==> config.mk <==
export PLATFORM = sky130hd
export DESIGN_NAME = weight_repacker
export DESIGN_NICKNAME = d
export VERILOG_FILES = /design/src/rtl/definitions_pkg.sv /design/src/rtl/weight_repack_shift.sv /design/src/rtl/weight_repacker.sv
export SDC_FILE = /design/constraint.sdc
export NUM_CORES = 1
export LEC_CHECK = 0
export ABC_CLOCK_PERIOD_IN_PS = 15400
export CAP_MARGIN = 20
export CORE_UTILIZATION = 40
export CTS_CLUSTER_SIZE = 28
export DETAILED_ROUTE_END_ITERATION = 10
export DONT_BUFFER_PORTS = 1
export PLACE_DENSITY_LB_ADDON = 0.15
export SYNTH_ARGS = -nofsm -noshare
export SYNTH_HDL_FRONTEND = slang
export SYNTH_SLANG_ARGS = --single-unit
==> constraint.sdc <==
create_clock -name clock -period 15.4 [get_ports clock]
set_clock_uncertainty 0.1 [all_clocks]
set_input_delay 3.08 -clock clock [delete_from_list [all_inputs] [get_ports clock]]
set_output_delay 3.08 -clock clock [all_outputs]
set_load 0.02 [all_outputs]
==> src/rtl/definitions_pkg.sv <==
// definitions_pkg
// Shared types and constants for the weight datapath.
//   s_weight_t : one signed weight as carried on the weight memory / PE buses
//   seq_t      : request tag attached to each weight-memory beat
//   BM_SIZE    : weights per group in block-mode
//   DEF_*      : default lane counts for the repacker
package definitions_pkg;

  localparam int WEIGHT_W      = 8;
  localparam int SEQ_W         = 4;
  localparam int BM_SIZE       = 4;

  localparam int DEF_IN_LANES  = 8;
  localparam int DEF_OUT_LANES = 8;
  localparam int DEF_BUF_LANES = 16;

  typedef logic signed [WEIGHT_W-1:0] s_weight_t;
  typedef logic [SEQ_W-1:0]           seq_t;

endpackage

==> src/rtl/weight_repack_shift.sv <==
// weight_repack_shift
// Purely combinational next-buffer generator for the repacker's residual
// lane buffer. Drops `shift` weights off the bottom of the buffer, then
// places the insert beat directly above whatever remains.
// Ports:
//   buf_q  : current buffer, lane 0 oldest; lanes >= level must be zero
//   level  : weights currently held in buf_q
//   shift  : weights removed this cycle (must be <= level)
//   beat   : IN_LANES weights to append
//   ins_en : append the beat
//   buf_d  : resulting buffer; lanes above the new level are zero
module weight_repack_shift
  import definitions_pkg::*;
#(
  parameter int IN_LANES  = DEF_IN_LANES,
  parameter int BUF_LANES = DEF_BUF_LANES
) (
  input  s_weight_t [BUF_LANES-1:0]         buf_q,
  input  logic [$clog2(BUF_LANES+1)-1:0]    level,
  input  logic [$clog2(BUF_LANES+1)-1:0]    shift,
  input  s_weight_t [IN_LANES-1:0]          beat,
  input  logic                              ins_en,
  output s_weight_t [BUF_LANES-1:0]         buf_d
);

  localparam int LVL_W = $clog2(BUF_LANES+1);
  localparam int BUF_W = BUF_LANES * WEIGHT_W;

  logic [LVL_W-1:0] base;
  logic [BUF_W-1:0] shifted;
  logic [BUF_W-1:0] placed;

  // Lanes at and above `level` are zero, so a whole-vector shift leaves
  // zeros above level-shift and the beat can simply be OR-ed in there.
  assign base    = level - shift;
  assign shifted = buf_q >> (shift * WEIGHT_W);
  assign placed  = ins_en ? (BUF_W'(beat) << (base * WEIGHT_W)) : '0;
  assign buf_d   = shifted | placed;

endmodule

==> src/rtl/weight_repacker.sv <==
// weight_repacker
// Repacks fixed-width weight-memory beats into a variable number of weights
// per output cycle for the PE weight bus, with full back-pressure.
// Optional build macro: WEIGHT_REPACK_SEQ_CHECK_EN -- when defined, beats whose
// tag differs from exp_seq are consumed but not buffered and counted in
// drop_cnt; when undefined, tags are ignored and drop_cnt reads 0.
// Ports:
//   clock, resetN     : clock; synchronous active-low reset
//   in_valid/in_ready : input beat handshake; in_data lane 0 is oldest
//   in_seq, exp_seq   : beat tag and expected tag
//   mode, req_len     : 0 = req_len weights, 1 = req_len*BM_SIZE weights
//   freeze            : blocks output (input still accepted)
//   flush             : empties the buffer and clears len_err
//   out_valid/out_take: output handshake; out_data shows the first `need` lanes
//   level             : weights currently buffered
//   len_err           : sticky, set by a take request longer than OUT_LANES
//   drop_cnt          : saturating count of mismatched-tag beats
// BUF_LANES must be at least IN_LANES + OUT_LANES - 1.
module weight_repacker
  import definitions_pkg::*;
#(
  parameter int IN_LANES  = DEF_IN_LANES,
  parameter int OUT_LANES = DEF_OUT_LANES,
  parameter int BUF_LANES = DEF_BUF_LANES,
  parameter int LEN_W     = $clog2(OUT_LANES+1)
) (
  input  logic                              clock,
  input  logic                              resetN,
  input  logic                              in_valid,
  output logic                              in_ready,
  input  s_weight_t [IN_LANES-1:0]          in_data,
  input  seq_t                              in_seq,
  input  seq_t                              exp_seq,
  input  logic                              mode,
  input  logic [LEN_W-1:0]                  req_len,
  input  logic                              freeze,
  input  logic                              flush,
  output logic                              out_valid,
  input  logic                              out_take,
  output s_weight_t [OUT_LANES-1:0]         out_data,
  output logic [$clog2(BUF_LANES+1)-1:0]    level,
  output logic                              len_err,
  output logic [7:0]                        drop_cnt
);

  localparam int LVL_W  = $clog2(BUF_LANES+1);
  localparam int NEED_W = LEN_W + $clog2(BM_SIZE) + 1;
  // One bit wider than either operand so free-space sums never wrap.
  localparam int CMP_W  = ((NEED_W > LVL_W) ? NEED_W : LVL_W) + 1;

  s_weight_t [BUF_LANES-1:0] buf_q;
  s_weight_t [BUF_LANES-1:0] buf_d;
  logic [NEED_W-1:0]         need;
  logic [CMP_W-1:0]          need_x;
  logic [CMP_W-1:0]          level_x;
  logic [CMP_W-1:0]          take_amt;
  logic [CMP_W-1:0]          wr_amt;
  logic [CMP_W-1:0]          free_x;
  logic [LVL_W-1:0]          shift;
  logic                      take;
  logic                      acc;
  logic                      wr;
  logic                      len_bad;

  assign need    = mode ? (NEED_W'(req_len) * NEED_W'(BM_SIZE)) : NEED_W'(req_len);
  assign need_x  = CMP_W'(need);
  assign level_x = CMP_W'(level);
  assign len_bad = need_x > CMP_W'(OUT_LANES);

  assign out_valid = resetN && (level_x >= need_x) && (need != '0) && !freeze && !len_err;
  assign take      = out_take && out_valid;
  assign take_amt  = take ? need_x : '0;

  // Space freed by a same-cycle take counts toward accepting a beat.
  assign free_x   = CMP_W'(BUF_LANES) - level_x + take_amt;
  assign in_ready = resetN && !flush && (free_x >= CMP_W'(IN_LANES));
  assign acc      = in_valid && in_ready;
  assign wr_amt   = wr ? CMP_W'(IN_LANES) : '0;

`ifdef WEIGHT_REPACK_SEQ_CHECK_EN
  logic [7:0] drop_q;

  assign wr       = acc && (in_seq == exp_seq);
  assign drop_cnt = drop_q;

  always_ff @(posedge clock) begin
    if (!resetN) begin
      drop_q <= '0;
    end else if (acc && (in_seq != exp_seq) && (drop_q != 8'hFF)) begin
      drop_q <= drop_q + 8'd1;
    end
  end
`else
  logic unused_seq;

  assign unused_seq = ^{in_seq, exp_seq};
  assign wr         = acc;
  assign drop_cnt   = '0;
`endif

  // A take never exceeds level, so need fits in the level width here.
  assign shift = take ? LVL_W'(need) : '0;

  weight_repack_shift #(
    .IN_LANES  (IN_LANES),
    .BUF_LANES (BUF_LANES)
  ) u_shift (
    .buf_q  (buf_q),
    .level  (level),
    .shift  (shift),
    .beat   (in_data),
    .ins_en (wr),
    .buf_d  (buf_d)
  );

  always_ff @(posedge clock) begin
    if (!resetN || flush) begin
      level   <= '0;
      buf_q   <= '0;
      len_err <= 1'b0;
    end else begin
      buf_q <= buf_d;
      level <= LVL_W'(level_x - take_amt + wr_amt);
      if (out_take && len_bad) begin
        len_err <= 1'b1;
      end
    end
  end

  always_comb begin
    out_data = '0;
    for (int i = 0; i < OUT_LANES; i++) begin
      if (i < int'(need)) begin
        out_data[i] = buf_q[i];
      end
    end
  end

endmodule
==> impl_results.md <==
- Maximum buffer depth of the clock tree: 2
- Max transition margin: 9.239%
- Most used flip-flop cell after synthesis: sky130_fd_sc_hd__dfxtp_1
- Slowest cell on crit path: sky130_fd_sc_hd__nand2b_1
- Die footprint: 35670 um^2
- Leading cell type in the layout, fill and taps excluded: sky130_fd_sc_hd__nand2_1
- Clock root buffer master: sky130_fd_sc_hd__clkbuf_16
- DP Cell Count: 2245
- Vias in the first global route: 14420
- Share of the core filled with cells in the final layout: 42.46%
- Setup Viol. Count Final: 0
- Detailed Place HPWL: 50120 um
- Result of the run: finished with violations
- Leakage power summed over all cells: 5.744 nW
- Clock-pin slew on the worst setup and hold paths: 60 ps
- TritonCTS clock tree: done
- Number of warnings reported in the yosys synthesis log: 0
- Inserted Clock Buffers: 17
- Largest voltage drop on the vdd net: 54.08 uV
- Share of the cycle needed by the critical path after routing: approximately four fifths
- Avg WL per Cell: 31.24 um
- Standard cell core area: between 30000 and 40000 um^2
- Path type of the worst setup path: in2out
- Crit path largest cell delay: 690 ps
- Number of enable-type register cells in the synthesized netlist: 0
- Slew Limit Fails: 0
- Failing checks: DRC
- Pwr per Cell Area: 79.48 nW/um^2
- WHS: between 400 and 500 ps
- Synth unique cells: between 80 and 90
- Largest delay contributor family on the critical path: simple AND/OR/NAND/NOR gates
- N_diodes: 0
- CP Max Fanout: between 50 and 60
- Hold buffer count at CTS: 0
- Unrepaired setup endpoints after global routing: false
- Worst Path Required: around 12000 ps
- Initial core utilization: 40.54%
- Number of placement rows: 68
- Total negative setup slack: 0 ps
- Data arrival, critical path: about 9200 ps
- Sequential standard cell area: 2683 um^2
- Syn_area_per_cell: 7.253 um^2
- Post-detailed-routing wire length: 71130 um
- Post-synthesis cell type with the largest combined area: sky130_fd_sc_hd__dfxtp_1
- Number of filler instances in the final layout: 3621
- Startpoint of the most critical register-to-register path: level[0]
- Startpoint class of the critical path: input port
- Total congestion overflow after global routing: 0
- Number of vias per cell: 7.078
- Post-route insts no fill: roughly 2300
- Worst setup startpoint: mode
- Maximum number of pins on one net before global-route repair: 92
- Wire length of the first global-routing pass: 102400 um
- Footprint of the multi-input gates: about 10000 um^2
- Dominant cell type by count on the critical path: sky130_fd_sc_hd__nor2_1
- Startpoint of the most critical hold path: len_err
- Ranking of synthesized cells by area: sky130_fd_sc_hd__dfxtp_1 19%, sky130_fd_sc_hd__mux2i_1 10%, sky130_fd_sc_hd__nand2_1 7.2%
- Area fraction of the dominant cell type after synthesis: 19.20%
- Max frequency: 80.95 MHz
- Number of design-rule violations left by the first detailed-router iteration: 2591
- Number of buffers inserted by post-CTS setup repair: 0
- Number of detailed-routing iterations run before antenna repair: 10
- Max-cap violation count: 0
- Via count: 16120
- Number of design rule violations left after detail routing: 1
- Setup crit end kind: output pin
- Most used cells in the layout excluding fill and tap cells: 268 x sky130_fd_sc_hd__nand2_1, 146 x sky130_fd_sc_hd__nor2_1, 146 x sky130_fd_sc_hd__a21oi_1, 144 x sky130_fd_sc_hd__mux2i_1, 134 x sky130_fd_sc_hd__dfxtp_1
- Proportion of register bits with asynchronous set or reset after synthesis: 0%
- Total of buffers placed on input and output ports: 0
- Sinks on Clock Net: 134
- Hold Path Class: reg2reg
- Proportion of synthesized chip area in sequential cells: 19.20%
- Number of buffers and inverters on the critical path: 4
- Flip-flop and latch count after synthesis: between 100 and 150
- Horiz. Die Dim: 188.9 um
- Pin slew with the least headroom to its limit: 1350 ps
- Number of antenna violations at the first check in global routing: 1
- Total standard cell area after synthesis: 13970 um^2
- Number of I/O pins: 163
- Worst-Skew Late Latency: between 400 and 500 ps
- Synthesized instance count: ~1900
- Number of hold violations in the final report: 0
- Weighted congestion reported at the end of routability-driven placement: ~1.0
- Minimum period implied by the final worst setup slack: 12350 ps
- Post-detailed-route count of antenna-violating nets: 0
- Cell breakdown of the critical path: nand2b_1 > inv_1 > ha_1 > nor3b_1 > o21ai_1 > buf_4 > nand3_4 > clkinv_2 > ha_1 > fa_1 > a211oi_1 > nor2_1 > o22ai_1 > nor2_1 > o21a_1 > buf_4 > nor2_1
- Number of cells upsized or downsized after cts: 0
- All-Layer GR Usage: 38.92%
- Layout cell share with drive strength beyond 1: 9.330%
- Synth-to-Final Area Change: 4.739%
- Chip height: 188.9 um
- Htree depth: 4
- Final-stage net count: around 1900
==> report_power, final <==
group          total [W]  switching [W]  internal (W)  leakage [nW]
combinational   0.000345       0.000242      0.000103          4.40
clock           0.000411       0.000184      0.000227         0.257
sequential      0.000406      0.0000366      0.000370          1.09
total            0.00116       0.000463      0.000700          5.74
==> logic make-up (layout without fill, tap and decap cells) <==
logic type | after synthesis | in the layout | share of synthesized area (%)
fa+ha+maj | 25 | 25 | 2.508
xor+xnor | 10 | 10 | 0.7256
other cells | 2 | 10 | 0.05376
mux | 198 | 198 | 15.08
compound gates | 641 | 641 | 31.12
buf+inv | 203 | 91 | 7.255
simple gates | 713 | 713 | 24.06
flops | 134 | 134 | 19.20
==> worst paths after layout <==
path / to / slack [ps] / cells past startpoint
min: len_err / 460 / 2
max reg2reg: buf_q[98] / 8170 / 17
min reg2reg: len_err / 460 / 2
max: in_ready / 3050 / 17
==> worst reg2reg max path, delay by kind of cell (launching register included) <==
family	cells	cell delay [ps]
AND/OR/NAND/NOR	6	2420
adder cells (fa/ha/maj)	3	1760
buffers and inverters	4	1670
AO/OA/AOI/OAI	4	660
flip-flops	1	540
==> through the flow <==
stage	instance area, um^2	worst slack, ps	power [W]
floorplan	14000	4648	0.0006218
global placement	14060	3399	0.0007352
detailed placement	14080	3358	0.0007362
CTS	14630	3344	0.001136
global route	14630	2942	0.001187
finish	14630	3047	0.001163
==> routing by layer <==
metal / vias up / global-route usage, % / routed length [um]
met2: 1307 / 51.03 / 26690
met4: 2 / 13.03 / 2695
met3: 209 / 15.63 / 10930
li1: 7005 / - / -
met1: 7593 / 56.28 / 30810
met5: - / 0 / 13
==> state kept, by name, indices dropped and copies added, names as in the netlist <==
signal / cells
len_err: 1
buf_q: 128
level: 5
==> synth_stat cells, types with 47 or more instances <==
cell type	instances
sky130_fd_sc_hd__nand2_1	268
sky130_fd_sc_hd__nor2_1	147
sky130_fd_sc_hd__a21oi_1	146
sky130_fd_sc_hd__mux2i_1	144
sky130_fd_sc_hd__dfxtp_1	134
sky130_fd_sc_hd__clkbuf_1	93
sky130_fd_sc_hd__nand3_1	79
sky130_fd_sc_hd__o21ai_0	78
sky130_fd_sc_hd__a22oi_1	58
sky130_fd_sc_hd__o22ai_1	53
sky130_fd_sc_hd__mux2_2	49
sky130_fd_sc_hd__and2_1	47
==> final cells by class <==
cell class / instances / area share [%]
clock buffer: 22 / 3.104
clock inverter: 10 / 0.6842
inverter: 18 / 0.4704
multi-input combinational: 1597 / 71.38
sequential: 134 / 18.34
tap: 455 / 3.891
timing repair buffer: 41 / 2.129
(Power assumes the default switching activity.)
